===== config.mk =====
export PLATFORM = sky130hd
export DESIGN_NAME = addr_conv_pipe
export DESIGN_NICKNAME = d
export VERILOG_FILES = /design/src/rtl/addr_conv_pkg.sv /design/src/rtl/addr_conv_core.sv /design/src/rtl/addr_conv_pipe.sv
export SDC_FILE = /design/constraint.sdc
export NUM_CORES = 1
export LEC_CHECK = 0
export ABC_AREA = 1
export BUFFER_PORTS_ARGS = -buffer_cell sky130_fd_sc_hd__buf_2
export CAP_MARGIN = 20
export CORE_ASPECT_RATIO = 2
export CORE_MARGIN = 3
export CORE_UTILIZATION = 35
export CTS_CLUSTER_SIZE = 12
export DETAILED_ROUTE_END_ITERATION = 12
export PLACE_DENSITY_LB_ADDON = 0.08
export SYNTH_ARGS = -nofsm -noshare
export SYNTH_HDL_FRONTEND = slang
export SYNTH_SLANG_ARGS = --single-unit

===== constraint.sdc =====
create_clock -name clk -period 2 [get_ports clk]
set_input_delay 0.2 -clock clk [delete_from_list [all_inputs] [get_ports clk]]
set_output_delay 0.2 -clock clk [all_outputs]
set_load 0.01 [all_outputs]

===== src/rtl/addr_conv_pkg.sv =====
// rtl/addr_conv_pkg.sv - shared mode encodings and S1->S2 control payload for addr_conv_pipe
//
// Contents:
//   conv_mode_e  : conversion direction carried with each transaction
//   conv_ctrl_t  : per-transaction control bits that travel from S1 to S2

package addr_conv_pkg;

    typedef enum logic {
        MODE_SM2TC = 1'b0,  // sign-magnitude -> two's complement, then add base
        MODE_TC2SM = 1'b1   // two's complement -> sign-magnitude
    } conv_mode_e;

    // flag meaning depends on mode:
    //   MODE_SM2TC : operand was a genuinely negative value (-0 excluded);
    //                S2 uses it to decide which carry state means wrap
    //   MODE_TC2SM : sign of the result
    typedef struct packed {
        conv_mode_e mode;
        logic       flag;
    } conv_ctrl_t;

endpackage


===== src/rtl/addr_conv_core.sv =====
// rtl/addr_conv_core.sv - combinational negate/select used by the convert stage
//
// Ports:
//   mode_i  : conversion direction
//   sign_i  : sign-magnitude sign (MODE_SM2TC only)
//   addr_i  : magnitude (MODE_SM2TC) or two's-complement value (MODE_TC2SM)
//   conv_o  : two's-complement operand (MODE_SM2TC) or magnitude (MODE_TC2SM)
//   flag_o  : negative-operand flag (MODE_SM2TC) or result sign (MODE_TC2SM)

module addr_conv_core
    import addr_conv_pkg::*;
#(
    parameter int WIDTH = 9
) (
    input  conv_mode_e       mode_i,
    input  logic             sign_i,
    input  logic [WIDTH-1:0] addr_i,
    output logic [WIDTH-1:0] conv_o,
    output logic             flag_o
);

    localparam logic [WIDTH-1:0] ONE = {{(WIDTH-1){1'b0}}, 1'b1};

    logic negate;

    always_comb begin
        negate = 1'b0;
        flag_o = 1'b0;
        if (mode_i == MODE_TC2SM) begin
            negate = addr_i[WIDTH-1];
            flag_o = addr_i[WIDTH-1];
        end else begin
            negate = sign_i;
            // -0 negates to 0 anyway; it must not count as negative for wrap detection
            flag_o = sign_i & (|addr_i);
        end
        // Most-negative input negates to itself, which read unsigned is 2^(WIDTH-1)
        conv_o = negate ? ((~addr_i) + ONE) : addr_i;
    end

endmodule


===== src/rtl/addr_conv_pipe.sv =====
// rtl/addr_conv_pipe.sv - two-stage sign-magnitude/two's-complement address converter
//
// Optional feature: define ADDR_CONV_OVF_EN to add the out_ovf port and base-add wrap detection.
//
// Ports:
//   clk, rst                     : clock, asynchronous active-high reset
//   in_valid/in_ready            : input handshake
//   in_addr, in_sign, in_mode    : operand, sign-magnitude sign, conversion direction
//   base_addr                    : base offset added in MODE_SM2TC
//   out_valid/out_ready          : output handshake
//   out_addr, out_sign           : converted result, result sign (MODE_TC2SM)
//   out_ovf                      : base-add wrap flag (ADDR_CONV_OVF_EN only)

module addr_conv_pipe
    import addr_conv_pkg::*;
#(
    parameter int WIDTH      = 9,
    parameter int RESET_BASE = 0
) (
    input  logic             clk,
    input  logic             rst,
    input  logic             in_valid,
    output logic             in_ready,
    input  logic [WIDTH-1:0] in_addr,
    input  logic             in_sign,
    input  logic             in_mode,
    input  logic [WIDTH-1:0] base_addr,
    output logic             out_valid,
    input  logic             out_ready,
    output logic [WIDTH-1:0] out_addr,
    output logic             out_sign
`ifdef ADDR_CONV_OVF_EN
    ,
    output logic             out_ovf
`endif
);

    // RESET_BASE is reserved and has no effect on the datapath
    logic unused_reset_base;
    assign unused_reset_base = ^RESET_BASE;

    // S1: convert stage
    logic             s1_valid_q, s1_valid_d;
    logic [WIDTH-1:0] s1_conv_q,  s1_conv_d;
    logic [WIDTH-1:0] s1_base_q,  s1_base_d;
    conv_ctrl_t       s1_ctrl_q,  s1_ctrl_d;

    // S2: base-add stage, drives the outputs directly
    logic             s2_valid_q, s2_valid_d;
    logic [WIDTH-1:0] out_addr_q, out_addr_d;
    logic             out_sign_q, out_sign_d;
    logic             out_ovf_q,  out_ovf_d;

    logic             s1_ready;
    logic             s2_ready;
    logic [WIDTH-1:0] core_conv;
    logic             core_flag;
    logic [WIDTH:0]   sum;

    addr_conv_core #(
        .WIDTH (WIDTH)
    ) u_core (
        .mode_i (conv_mode_e'(in_mode)),
        .sign_i (in_sign),
        .addr_i (in_addr),
        .conv_o (core_conv),
        .flag_o (core_flag)
    );

    // A stage can take new data when empty or when its content leaves this cycle
    assign s2_ready = !s2_valid_q || out_ready;
    assign s1_ready = !s1_valid_q || s2_ready;
    assign in_ready = s1_ready;

    // Carry out of the unsigned add is the wrap indicator for a non-negative operand;
    // for a negative operand the true result is base - |v|, which goes below zero
    // exactly when there is no carry.
    assign sum = {1'b0, s1_conv_q} + {1'b0, s1_base_q};

    always_comb begin
        s1_valid_d = s1_valid_q;
        s1_conv_d  = s1_conv_q;
        s1_base_d  = s1_base_q;
        s1_ctrl_d  = s1_ctrl_q;
        if (s1_ready) begin
            s1_valid_d = in_valid;
            if (in_valid) begin
                s1_conv_d      = core_conv;
                s1_base_d      = base_addr;
                s1_ctrl_d.mode = conv_mode_e'(in_mode);
                s1_ctrl_d.flag = core_flag;
            end
        end
    end

    always_comb begin
        s2_valid_d = s2_valid_q;
        out_addr_d = out_addr_q;
        out_sign_d = out_sign_q;
        out_ovf_d  = out_ovf_q;
        if (s2_ready) begin
            s2_valid_d = s1_valid_q;
            if (s1_valid_q) begin
                if (s1_ctrl_q.mode == MODE_TC2SM) begin
                    out_addr_d = s1_conv_q;
                    out_sign_d = s1_ctrl_q.flag;
                    out_ovf_d  = 1'b0;
                end else begin
                    out_addr_d = sum[WIDTH-1:0];
                    out_sign_d = 1'b0;
                    out_ovf_d  = s1_ctrl_q.flag ^ sum[WIDTH];
                end
            end
        end
    end

    always_ff @(posedge clk or posedge rst) begin
        if (rst) begin
            s1_valid_q <= 1'b0;
            s1_conv_q  <= '0;
            s1_base_q  <= '0;
            s1_ctrl_q  <= '{mode: MODE_SM2TC, flag: 1'b0};
            s2_valid_q <= 1'b0;
            out_addr_q <= '0;
            out_sign_q <= 1'b0;
            out_ovf_q  <= 1'b0;
        end else begin
            s1_valid_q <= s1_valid_d;
            s1_conv_q  <= s1_conv_d;
            s1_base_q  <= s1_base_d;
            s1_ctrl_q  <= s1_ctrl_d;
            s2_valid_q <= s2_valid_d;
            out_addr_q <= out_addr_d;
            out_sign_q <= out_sign_d;
            out_ovf_q  <= out_ovf_d;
        end
    end

    assign out_valid = s2_valid_q;
    assign out_addr  = out_addr_q;
    assign out_sign  = out_sign_q;

`ifdef ADDR_CONV_OVF_EN
    assign out_ovf = out_ovf_q;
`else
    // Wrap goes unreported in this build
    logic unused_ovf;
    assign unused_ovf = out_ovf_q;
`endif

endmodule


==> metrics.txt, run 1 <==
wirelength, routed=4188 um; post-cts resize count=0; RSZ-0062 raised after global routing=no; area delta synth->final=15.44%; number of buffers created by CTS=5; number of standard-cell rows in the floorplan=37; number of nets in the layout=328; uppermost metal layer occupied by signal nets=met4; leak pwr=0.001226 uW; number of enable flip-flop cells after synthesis=0; vias per cell=4.642; number of levels the H-tree was split into=2; CTS tree=built; status=finished, violations left; Post-Place Cells=344; maximum clock rate=589.6 MHz; Synth Register Bits=32; # fillers=576; violated checks=negative hold slack; Tmin final=1.696 ns; final weighted congestion in routability-driven placement=0.8225; starting density of the core=36.71%; Non-Filler Instances=352; Std-Cell Core Area=5231 um^2; vias=1,634; post-CTS setup buffer count=0; warnings from Yosys=0; Final Setup Violations=0; Die W=58.38 um; actual transition at the worst max-transition pin=0.4231 ns; Antenna Diode Count=0; Top-Level Pins=36; remaining antenna violation count=0; startpoint type of the worst setup path=flip-flop; required time of the critical path=2.17 ns; maximum clock skew at final layout=0.009984 ns; cell count of the worst reg-to-reg path=11; relative max-transition margin=71.53%; power density of the placed cells=996.0 nW/um^2; clock transition at the registers of the reported paths=0.07 ns; crit share post-route=84.80%; Detailed Place HPWL=3302 um; max-cap check violation count=0; cell area after synthesis=1921 um^2; maximum number of pins on one net before global-route repair=33; wire per inst=11.90 um; instance area at placement=2123 um^2; Met3 Wirelength=136 um; Setup Crit Path Kind=reg -> reg; register area share after synthesis=41.69%; arrival time reported for the critical path endpoint=1.87 ns; via count of the first global-routing pass=1,629; 1st-iter DRT viols=19; most common flop cell mapped by yosys=dfrtp_1; highest net fanout along the worst path=3; final hold vios=32; area of the die=6466 um^2; antenna violations before repair=0; Total GRT Usage=14.55%; total of buffers placed on input and output ports=35; cell at the root of the clock tree=clkbuf_8; remaining design rule violation count=0; Unique masters post-synth=28; grt ovf=0; WHS=-0.01665 ns; type of the tightest min-delay check=in -> async; amount of wire on met2 after detailed routing=2278 um; final-report max-slew violation count=0; highest-count cells in the layout ignoring fill and taps=nand2_1, buf_2, inv_1; net count after synthesis=292; Skew-Pair Late Insertion Delay=0.29 ns; most common cell after layout, fill and taps aside=nand2_1; 1st-pass router iterations=4; CTS sink cnt=32; DIE HEIGHT=110.8 um; crit path capture type=flip-flop; asr flop ratio synth=100.0%; detailed-route wire length on metal 1=1689 um; synthesized area divided by synthesized cell count=7.473 um^2; wire length of the first global-routing pass=7389 um; total of hold buffers inserted after clock tree synthesis=0; final cell area excluding filler cells=2217 um^2; largest vdd supply drop=0.0004902 V; cell count after synthesis=257; Max Root-Sink Buffers=2; proportion of layout cells with a drive suffix above 1=16.67%
[state kept, by name, summed over array words and instances, names as in the netlist]
signal and flops:
out_addr 9, s1_base_q 9, s1_conv_q 9, s1_ctrl_q 2, out_sign 1, out_valid 1
s1_valid_q 1
[logic make-up after synthesis]
group,count (synthesis),share of synthesized area (%)
xor gates and xnor gates,4,1.824
DFF,32,41.69
AOI/OAI and AO/OA,33,9.121
adders and majority gates,11,7.557
and+or+nand+nor,136,30.29
buffers and inverters,41,9.511
[synthesized netlist by cell type (3+ instances only)]
library cell / instances / area, um^2
o21ai_1: 6 / 30.03
nand3_1: 18 / 90.09
xnor2_1: 3 / 26.28
nand3b_1: 4 / 30.03
inv_1: 33 / 123.9
a21oi_1: 12 / 60.06
nand2_1: 90 / 337.8
buf_2: 3 / 15.01
nor2_1: 14 / 52.55
ha_1: 10 / 125.1
dfrtp_1: 32 / 800.8
o21ai_0: 9 / 45.04
[layout make-up]
type | count | area [um^2] | area share (%)
Multi-Input combinational cell | 184 | 937.1 | 42.27
Sequential cell | 32 | 800.8 | 36.12
Timing Repair Buffer | 36 | 182.7 | 8.239
Inverter | 34 | 130.1 | 5.869
Clock buffer | 7 | 86.33 | 3.894
Tap cell | 58 | 72.57 | 3.273
Clock inverter | 1 | 7.507 | 0.3386
[critical path, cell delays in order (launching register included)]
cell,delay (ns)
dfrtp_1,0.37
ha_1,0.17
inv_1,0.06
fa_1,0.37
inv_1,0.07
nand2_1,0.06
nand2_1,0.11
nand3_1,0.10
nand3_1,0.09
nand3_1,0.07
nand2_1,0.07
nand2_1,0.04
[layer usage]
metal / up-vias / global-route usage, %
li1: 886 / -
met1: 714 / 16.25
met2: 27 / 25.91
met3: 7 / 2.448
met4: 0 / 6.037
met5: - / 0
[path summary, 6_finish.rpt]
| path | start | endpoint | slack (ns) |
|---|---|---|---|
| setup reg to reg | s1_conv_q[0]$_DFFE_PP0P_ | out_addr[8]$_DFFE_PP0P_ | 0.30 |
| max in group asynchronous | rst | out_addr[5]$_DFFE_PP0P_ | 1.72 |
| setup / recovery | s1_conv_q[0]$_DFFE_PP0P_ | out_addr[8]$_DFFE_PP0P_ | 0.30 |
| hold reg to reg | out_addr[7]$_DFFE_PP0P_ | out_addr[7]$_DFFE_PP0P_ | 0.47 |
| min in group clk | base_addr[8] | s1_base_q[8]$_DFFE_PP0P_ | 0.11 |
| hold / removal | rst | s1_valid_q$_DFFE_PP0N_ | -0.02 |
[stage by stage]
step / hold slack [ns] / power [uW] / util [%] / setup slack, ns / setup TNS, ns
2_1_floorplan: 0.3096 / 1484 / - / 0.4638 / 0
3_3_place_gp: 0.3085 / 1710 / 40.59 / -0.04739 / -0.04739
3_5_place_dp: 0.3101 / 1713 / 40.59 / -0.002930 / -0.002930
4_1_cts: 0.002692 / 2245 / 42.38 / 0.2845 / 0
5_1_grt: 0.04025 / 2414 / 42.38 / 0.1415 / 0
6_report: -0.01665 / 2208 / 42.38 / 0.3040 / 0
[power by group]
group	switching (uW)	leakage [uW]	internal [uW]
Combinational	468	0.000795	322
Clock	238	0.0000445	279
Sequential	95.3	0.000386	805
Power figures use the tool's default switching activity.
==> run 2: changes to the inputs <==
- clock period: 2 -> 1.6 ns (I/O delays scaled with it)
==> run 2 against run 1 <==
Register-to-register slack got worse by 0.30 ns. Non-clock buffer count rose by 19. Sequential share of layout area down 3.7 points. Die area did not move. Largest cell class unchanged. The flow now finishes without violations. Clock power increased by 49%. Routed wire length increased by 8.2%. Combinational power grew 45%. Maximum frequency rose by 6.4%.
==> metrics.txt, run 2 (synthesis gave the netlist of run 1 again) <==
final cell area excluding filler cells=2472 um^2; actual transition at the worst max-transition pin=0.4009 ns; Top-Level Pins=36; crit share post-route=99.60%; number of standard-cell rows in the floorplan=37; Antenna Diode Count=0; 1st-pass router iterations=4; final-report max-slew violation count=0; startpoint type of the worst setup path=flip-flop; Sum Neg Setup Slack=0 ns; area delta synth->final=28.73%; most common cell after layout, fill and taps aside=nand2_1; proportion of layout cells with a drive suffix above 1=27.16%; type of the tightest min-delay check=in -> reg; CTS tree=built; maximum clock rate=627.5 MHz; highest-count cells in the layout ignoring fill and taps=nand2_1, buf_2, dfrtp_1; relative max-transition margin=73.27%; highest net fanout along the worst path=3; min setup slack post-route=0.006399 ns; maximum clock skew at final layout=0.005350 ns; vias=1,750; Tmin final=1.594 ns; status=complete, no violations; maximum number of pins on one net before global-route repair=33; Die W=58.38 um; Max Root-Sink Buffers=2; largest vdd supply drop=0.0006901 V; instance area at placement=2258 um^2; wirelength, routed=4531 um; CTS sink cnt=32; Non-Filler Instances=371; leak pwr=0.001327 uW; remaining antenna violation count=0; final weighted congestion in routability-driven placement=0.7531; arrival time reported for the critical path endpoint=1.77 ns; Util after Layout=47.26%; DIE HEIGHT=110.8 um; Skew-Pair Late Insertion Delay=0.29 ns; required time of the critical path=1.78 ns; starting density of the core=36.71%; remaining design rule violation count=0; Detailed Place HPWL=3538 um; 1st-iter DRT viols=36; Setup Crit Path Kind=reg -> reg; antenna violations before repair=0; grt ovf=0; RSZ-0062 raised after global routing=yes; Std-Cell Core Area=5231 um^2; vias per cell=4.717; final hold vios=0; total of buffers placed on input and output ports=35; wire per inst=12.21 um; crit path capture type=flip-flop; number of buffers created by CTS=5; cell at the root of the clock tree=clkbuf_8; Total GRT Usage=15.24%; power density of the placed cells=1237 nW/um^2; Final Setup Violations=0; max-cap check violation count=0; number of levels the H-tree was split into=2; number of nets in the layout=347; post-CTS setup buffer count=0; wire length of the first global-routing pass=7748 um; area of the die=6466 um^2; Post-Place Cells=362; pre-CTS setup slack=-0.05321 ns; clock transition at the registers of the reported paths=0.07 ns; via count of the first global-routing pass=1,752
[run 2: cell count changes in the layout (fill, tap and decap cells not counted), moves of 3 or more]
cell / previous run / this run
buf_4: 1 / 19
ha_1: 10 / 5
ha_4: 0 / 4
nand2_1: 90 / 86
nand2_2: 2 / 5
nand3_1: 18 / 15
nand3_2: 1 / 4
[run 2: worst paths after layout]
path,from,to,slack [ns],cells past startpoint
min in group asynchronous,rst,s1_ctrl_q[0]$_DFFE_PP0P_,0.50,4
setup reg to reg,s1_base_q[0]$_DFFE_PP0P_,out_addr[6]$_DFFE_PP0P_,0.006,11
hold reg to reg,out_addr[5]$_DFFE_PP0P_,out_addr[5]$_DFFE_PP0P_,0.48,2
setup / recovery,s1_base_q[0]$_DFFE_PP0P_,out_addr[6]$_DFFE_PP0P_,0.006,11
max in group asynchronous,rst,out_addr[3]$_DFFE_PP0P_,0.81,4
hold / removal,base_addr[6],s1_base_q[6]$_DFFE_PP0P_,0.06,3
[run 2: final cells by class]
cell class              count  area [um^2]
well taps                  58        72.57
fillers                   559         2759
clock buffers               5        68.82
multi-input cells         184         1030
clock inverters             3        42.54
inverters                  34        130.1
flip-flops and latches     32        800.8
repair buffers             55        327.8
[run 2: stage by stage]
stage          power [uW]  hold WS [ns]
3_3_place_gp         2184        0.2668
5_1_grt              3319       0.06242
3_5_place_dp         2195        0.2697
6_report             3057       0.06455
4_1_cts              2997       0.06472
2_1_floorplan        1855        0.2696
[run 2: worst max-delay path, cell delays in order, from the launching register on]
cell and delay, ns:
dfrtp_1 0.36, ha_2 0.19, inv_2 0.04, fa_2 0.32, inv_2 0.07, nand2_2 0.06, nand2_4 0.08, nand3b_1 0.09
nand3_1 0.09, nand3_1 0.07, nand2_1 0.07, nand2_1 0.04
[run 2: power breakdown]
part	internal (uW)	total (uW)	switching, uW
registers	1010	1130	123
clock network	460	774	314
logic	503	1150	651
[run 2: layer usage]
layer	GRT usage, %	share of wire (%)	up-vias
met1	16.13	38	776
met2	27.33	55	36
met5	0	0	-
li1	-	-	928
met3	2.098	3.0	10
met4	8.359	3.9	0
[run 2: what timing repair did]
action,4_1_cts,5_1_grt
cloned,0,0
gates resized for setup,7,12
hold endpoints to repair,32,0
endpoints found under the setup margin,3,5
hold buffers,1,0
pin swaps,4,8
